**config.mk**
```make
export PLATFORM = sky130hd
export DESIGN_NAME = count_sequencer
export DESIGN_NICKNAME = d
export VERILOG_FILES = /design/src/rtl/count_seq_pkg.sv /design/src/rtl/count_sequencer_updown_step.sv /design/src/rtl/count_sequencer.sv
export SDC_FILE = /design/constraint.sdc
export NUM_CORES = 1
export LEC_CHECK = 0
export ABC_CLOCK_PERIOD_IN_PS = 2300
export CAP_MARGIN = 20
export CORE_MARGIN = 2
export CORE_UTILIZATION = 47
export CTS_CLUSTER_SIZE = 10
export DETAILED_ROUTE_END_ITERATION = 10
export GPL_ROUTABILITY_DRIVEN = 0
export PLACE_DENSITY = 0.79
export REMOVE_ABC_BUFFERS = 1
export SLEW_MARGIN = 20
export SYNTH_ARGS = -nofsm -noshare
export SYNTH_HDL_FRONTEND = slang
export SYNTH_SLANG_ARGS = --single-unit
```
**constraint.sdc**
```tcl
create_clock -name clk -period 2.3 [get_ports clk]
set_input_delay 0.575 -clock clk [delete_from_list [all_inputs] [get_ports clk]]
set_output_delay 0.575 -clock clk [all_outputs]
set_load 0.02 [all_outputs]
```
**src/rtl/count_seq_pkg.sv**
```systemverilog
// Shared types and constants for the count sequencer.
package count_seq_pkg;

   typedef enum logic [1:0] {
      IDLE,
      RUN,
      HOLD,
      DONE
   } state_e;

   localparam logic DIR_UP   = 1'b0;
   localparam logic DIR_DOWN = 1'b1;

endpackage

```
**src/rtl/count_sequencer_updown_step.sv**
```systemverilog
// Modulo-2^WIDTH up/down count register; steps by one when enabled.
module updown_step
   import count_seq_pkg::*;
#(
   parameter int unsigned WIDTH = 4
) (
   input  logic             clk,
   input  logic             clear,
   input  logic             en,
   input  logic             dir,
   output logic [WIDTH-1:0] count_value
);

   localparam logic [WIDTH-1:0] One = WIDTH'(1);

   logic [WIDTH-1:0] count_q, count_d;

   always_comb begin
      count_d = count_q;
      if (en) begin
         count_d = (dir == DIR_DOWN) ? count_q - One : count_q + One;
      end
   end

   always_ff @(posedge clk or posedge clear) begin
      if (clear) begin
         count_q <= '0;
      end else begin
         count_q <= count_d;
      end
   end

   assign count_value = count_q;

endmodule

```
**src/rtl/count_sequencer.sv**
```systemverilog
// Command-driven counter: runs the count to a target, with pause/hold and abort.
module count_sequencer
   import count_seq_pkg::*;
#(
   parameter int unsigned WIDTH = 4
) (
   input  logic             clk,
   input  logic             clear,
   input  logic             cmd_valid,
   output logic             cmd_ready,
   input  logic             cmd_dir,
   input  logic [WIDTH-1:0] cmd_target,
   input  logic             pause,
   input  logic             abort,
   output logic             select,
   output logic [WIDTH-1:0] count_value,
   output logic             busy,
   output logic             done
);

   localparam logic [WIDTH-1:0] One = WIDTH'(1);

   state_e           state_q, state_d;
   logic             select_q, select_d;
   logic [WIDTH-1:0] target_q, target_d;
   logic             step_en;
   logic [WIDTH-1:0] next_count;

   assign next_count = (select_q == DIR_DOWN) ? count_value - One : count_value + One;

   always_comb begin
      state_d  = state_q;
      select_d = select_q;
      target_d = target_q;
      step_en  = 1'b0;
      unique case (state_q)
         IDLE: begin
            // abort in IDLE blocks acceptance on this edge
            if (cmd_valid && !abort) begin
               select_d = cmd_dir;
               target_d = cmd_target;
               state_d  = (cmd_target == count_value) ? DONE : RUN;
            end
         end
         RUN: begin
            if (abort) begin
               state_d = IDLE;
            end else if (pause) begin
               state_d = HOLD;
            end else begin
               step_en = 1'b1;
               if (next_count == target_q) begin
                  state_d = DONE;
               end
            end
         end
         HOLD: begin
            if (abort) begin
               state_d = IDLE;
            end else if (!pause) begin
               state_d = RUN;
            end
         end
         DONE:    state_d = IDLE;
         default: state_d = IDLE;
      endcase
   end

   always_ff @(posedge clk or posedge clear) begin
      if (clear) begin
         state_q  <= IDLE;
         select_q <= DIR_UP;
         target_q <= '0;
      end else begin
         state_q  <= state_d;
         select_q <= select_d;
         target_q <= target_d;
      end
   end

   updown_step #(
      .WIDTH(WIDTH)
   ) u_step (
      .clk        (clk),
      .clear      (clear),
      .en         (step_en),
      .dir        (select_q),
      .count_value(count_value)
   );

   // clear is the only input allowed to reach an output combinationally
   assign cmd_ready = (state_q == IDLE) && !clear;
   assign select    = select_q;
   assign busy      = (state_q == RUN) || (state_q == HOLD);
   assign done      = (state_q == DONE);

endmodule

```
=== Word level (Yosys, flattened, before mapping) ===
Index checks and enable logic that the tools add are counted.

* Register bits after elaboration: 11
* Bits of input ports: 10
* Output and inout port bits: 8
* Logic and storage cells: 34

* $add $sub $neg: 2
* Equality and inequality tests: 8
* Multiplexer cells: 12
* Reduce and logical (&&, ||, !) cells: 8

{| class="wikitable"
|+ Operators with widths
! operator !! count
|-
| $mux W2 || 7
|-
| $eq A4 B4 Y1 || 2
|-
| $pmux W2 S4 || 1
|-
| $add A4 B1 Y4 const B || 1
|-
| $eq A2 B2 Y1 const B || 2
|-
| $mux W4 || 1
|-
| $ne A4 B4 Y1 const B || 1
|-
| $sub A4 B1 Y4 const B || 1
|-
| $mux W1 || 3
|-
| $ne A3 B3 Y1 const B || 1
|-
| $reduce_and A3 Y1 || 1
|-
| $eq A2 B1 Y1 const B || 1
|-
| $logic_and A1 B1 Y1 || 2
|-
| $logic_not A1 Y1 || 2
|-
| $logic_not A2 Y1 || 1
|-
| $ne A2 B2 Y1 const B || 1
|-
| $reduce_and A2 Y1 || 1
|-
| $logic_or A1 B1 Y1 || 1
|}

=== Logic depth before layout (Yosys ltp) ===
Gate-level depths: netlist of the first run.

* Word-level depth: 7
* Gate-level depth with buffers: 7
* Mapped depth without buffers: 7

=== By module ===
Synthesis of the first run repeated with hierarchy kept, for this count alone.

* Cell total of the unflattened synthesis: 91
* Area total of the unflattened synthesis: 948.4 um2

{| class="wikitable"
|+ Modules (own cells, without submodules)
! module !! times used !! cells an instance !! area an instance (um2) !! seq. area each (um2)
|-
| count_sequencer || 1 || 61 || 644.4 || 175.2
|-
| updown_step || 1 || 30 || 304.0 || 100.1
|}

=== Least setup slack after synthesis of the first run ===
Ideal clock, no wire load.

* Kind: register to register
* Start: reg select_q (netlist: select)
* End: reg state_q[1]
* Setup time: 128 ps
* Data arrival time: 1,827 ps
* Data required time: 2,172 ps
* Setup slack: 345 ps
* Cell stages (with the launch flop): 7
* Path buffers: 0
* Clock period less this slack: 1,955 ps
* Path through: dfrtp_1 -> fa_1 -> xnor2_2 -> xnor2_1 -> o31ai_2 -> o2111ai_2 -> mux2i_1

* Cells in the longest elaborated chain, start to end: 4

{| class="wikitable"
|+ RTL lines
! item !! line !! text
|-
| start, declared || count_sequencer.sv:24 || <nowiki>logic select_q, select_d;</nowiki>
|-
| start signal, assigned || count_sequencer.sv:76 || <nowiki>select_q <= select_d;</nowiki>
|-
| $mux W4 || count_sequencer.sv:29 || <nowiki>assign next_count = (select_q == DIR_DOWN) ? count_value - One : count_value + One;</nowiki>
|-
| $eq A4 B4 Y1 || count_sequencer.sv:52 || <nowiki>if (next_count == target_q) begin</nowiki>
|-
| $ne A4 B4 Y1 (no source line) || - ||
|-
| $reduce_and A3 Y1 (no source line) || - ||
|-
| end signal, assigned || count_sequencer.sv:75 || <nowiki>state_q <= state_d;</nowiki>
|-
| end, declared || count_sequencer.sv:23 || <nowiki>state_e state_q, state_d;</nowiki>
|}

Every way passes these cells.
A chain may end at the register's enable or synchronous reset.

=== Final worst setup path of the first run ===
* Start: reg state_q[0]
* End: out busy

* Cells in the longest elaborated chain, start to end: 2
* Elaborated cells between the ends (all ways): 3
* Classes of those cells: eq/ne: 2; reduce/logical: 1

{| class="wikitable"
|+ RTL lines
! item !! line !! text
|-
| $eq A2 B1 Y1 or $eq A2 B2 Y1 (tied branches) || count_sequencer.sv:94 || <nowiki>assign busy = (state_q == RUN) || (state_q == HOLD);</nowiki>
|-
| $logic_or A1 B1 Y1 (*) || count_sequencer.sv:94 ||
|-
| end, declared || count_sequencer.sv:17 || <nowiki>output logic busy,</nowiki>
|}

Every way passes the cells marked *; elsewhere a longest branch is shown, timed or not.

==> results.sh, run 1 <==
export IMPL_status="completed"
export IMPL_maxSlewViolCount=0
export IMPL_post_synth_num_cell_types=26
export IMPL_layout_drive_gt1_share_pct=14.1
export IMPL_die_area_um2=1920
export IMPL_num_io_pins=18
export IMPL_cts_sinks=11
export IMPL_antenna_found_initial=0
export IMPL_wirelength_um=1360
export IMPL_fin_nets=111
export IMPL_drc=0
export IMPL_insertion_delay_ns=0.27
export IMPL_synth_area_leaders="dfrtp_1 (37%), ha_1 (12%), xnor2_1 (8.2%)"
export IMPL_grt_usage_pct=16.3
export IMPL_postCtsSetupBuffers=0
export IMPL_hold_path_class="reg2reg"
export IMPL_pre_cts_ws_ns=0.00428
export IMPL_synth_edf_count=0
export IMPL_path_clk_slew_ns=0.07
export IMPL_drt_iter0_drc=15
export IMPL_syn2layout_area_growth_pct=29.5
export IMPL_tritoncts="done"
export IMPL_cts_inserted_buffers=3
export IMPL_fmax_ghz=0.451
export IMPL_routedWlPerCell_um=12.6
export IMPL_ant_nets=0
export IMPL_async_flop_share_pct=100
export IMPL_irDropWorstVdd_mv=0.960
export IMPL_grt_pass1_vias=512
export IMPL_maxCapViolCount=0
export IMPL_setup_viol=0
export IMPL_synth_top_area_share_pct=37.0
export IMPL_crit_required_ns=1.73
export IMPL_finalInstanceArea_um2=962
export IMPL_overflow=0
export IMPL_grt_pass1_wl_um=2260
export IMPL_io_buffers=17
export IMPL_cts_resized=1
export IMPL_die_w_um=43.8
export IMPL_met1_usage_pct=21.3
export IMPL_netlist_instances=71
export IMPL_clock_root_buffer="clkbuf_4"
export IMPL_skew_ns=0.00521
export IMPL_dr_total_vias=563
export IMPL_leakage_nw=0.435
export IMPL_crit_type="reg2out"
export IMPL_fin_ws_ns=0.0803
export IMPL_syn_area_per_cell_um2=10.5
export IMPL_met3_usage_pct=5.42
export IMPL_power_total_mw=1.48
export IMPL_critPathMaxFanout=4
export IMPL_ctsHtreeMaxLevel=1
export IMPL_synth_top_cell_by_area="dfrtp_1"
export IMPL_seq_area_frac_synth_pct=37.0
export IMPL_dieHeight_um=43.8
export IMPL_rsz0062_at_grt="false"
export IMPL_clock_path_buffers=2
export IMPL_holdBufCountCts=0
export IMPL_core_area_um2=1490
export IMPL_dp_hpwl_um=1070
export IMPL_busiest_layer="met2"
export IMPL_antenna_cells=0
export IMPL_slew_headroom_pct=72.2
export IMPL_hold_viol=0
export IMPL_fin_crit_sh_pct=96.5
export IMPL_cp_arrival_ns=1.64
export IMPL_place_area_um2=937
export IMPL_final_min_clock_period_ns=2.22
export IMPL_synth_flop_cell="dfrtp_1"
export IMPL_drt_pre_antenna_iters=5
export IMPL_tightest_slew_ns=0.417
export IMPL_rows=14
export IMPL_grt_max_degree=12
export IMPL_yosysWarnings=0
export IMPL_crit_path_end_kind="output port"
export IMPL_synth_seq_cells=11
export IMPL_setup_tns_ns=0
export IMPL_synth_most_common_cell="dfrtp_1"
export IMPL_grtUsageMet2_pct=25.3
export IMPL_powerDensity_nw_per_um2=1530
export IMPL_critical_path_startpoint_type="flop"
export IMPL_synth_area_um2=743
export IMPL_yosys_top_cells_count="dfrtp_1 (11), ha_1 (7), inv_1 (7), xnor2_1 (7)"
export IMPL_initial_utilization_pct=49.9
export IMPL_vias_per_cell=5.21
[logic make-up (layout without fill, tap and decap cells)]
logic type | after synthesis | after routing | synth area share (%)
buf+inv | 8 | 29 | 4.04
flops | 11 | 11 | 37.0
xor+xnor | 11 | 11 | 14.0
mux | 4 | 4 | 5.89
simple gates | 15 | 15 | 10.6
compound gates | 14 | 14 | 14.0
fa+ha+maj | 8 | 8 | 14.5
[final cells by class]
cell class                      instances  area [µm²]
Clock buffer                            4        26.3
Fill cell                             129         527
Inverter                                7        26.3
Timing Repair Buffer                   18         176
Tap cell                               16        20.0
Sequential cell                        11         275
Multi-Input combinational cell         52         438
[layer usage]
| layer | part of all wire [%] | vias up |
|---|---|---|
| li1 | - | 281 |
| met1 | 45 | 260 |
| met2 | 47 | 20 |
| met3 | 6.6 | 2 |
| met4 | 1.6 | 0 |
| met5 | 0 | - |
[power breakdown]
group	internal (mW)	switching [mW]
clock	0.0672	0.0635
combinational	0.482	0.469
sequential	0.288	0.107
[critical path: stages, from the launching register on]
cell	delay, ns
dfrtp_1	0.38
inv_1	0.11
ha_1	0.30
clkdlybuf4s50_1	0.59
[through the flow]
stage               utilization, %  instances  hold slack, ns
global placement              62.9        104           0.492
detailed placement            62.9        104           0.498
floorplan                        -         70           0.427
finish                        64.6        108           0.511
CTS                           64.6        108           0.515
global route                  64.6        108           0.545
[path summary, 6_finish.rpt]
path	from	end	slack [ns]	cells past startpoint
worst max register to register	select$_DFFE_PP0P_	state_q[1]$_DFFE_PP0P_	0.30	6
worst min register to register	target_q[0]$_DFFE_PP0P_	target_q[0]$_DFFE_PP0P_	0.51	2
min in group asynchronous	clear	target_q[0]$_DFFE_PP0P_	0.62	2
max in group asynchronous	clear	state_q[1]$_DFFE_PP0P_	1.38	2
worst min-delay path	target_q[0]$_DFFE_PP0P_	target_q[0]$_DFFE_PP0P_	0.51	2
worst max-delay path	state_q[0]$_DFFE_PP0P_	busy	0.08	3
[cells in the final DEF, fill, tap and decap left out, types with 2 or more instances in the layout]
master           instances
clkdlybuf4s50_1         16
dfrtp_1                 11
inv_1                    7
xnor2_1                  7
ha_1                     7
nand2_1                  6
o21ai_0                  6
mux2_2                   3
xor2_1                   3
nor2_1                   3
clkbuf_4                 3
nor2b_1                  2
[state kept, by name (all words and copies together), names as in the netlist]
register	flops
state_q	2
u_step.count_value	4
select	1
target_q	4
Power figures use the tool's default switching activity.
==> inputs of run 2 (changes only) <==
--- a/config.mk
+++ b/config.mk
@@ -14,7 +14,6 @@
 export GPL_ROUTABILITY_DRIVEN = 0
 export PLACE_DENSITY = 0.79
 export REMOVE_ABC_BUFFERS = 1
-export SLEW_MARGIN = 20
 export SYNTH_ARGS = -nofsm -noshare
 export SYNTH_HDL_FRONTEND = slang
 export SYNTH_SLANG_ARGS = --single-unit
==> results of run 2 <==
The final DEF is identical to that of run 1; final timing and power are the same.
==> inputs of run 3 (changes only) <==
--- a/config.mk
+++ b/config.mk
@@ -11,7 +11,6 @@
 export CORE_UTILIZATION = 47
 export CTS_CLUSTER_SIZE = 10
 export DETAILED_ROUTE_END_ITERATION = 10
-export GPL_ROUTABILITY_DRIVEN = 0
 export PLACE_DENSITY = 0.79
 export REMOVE_ABC_BUFFERS = 1
 export SYNTH_ARGS = -nofsm -noshare
==> results of run 3 <==
The final DEF is identical to that of run 1; final timing and power are the same.
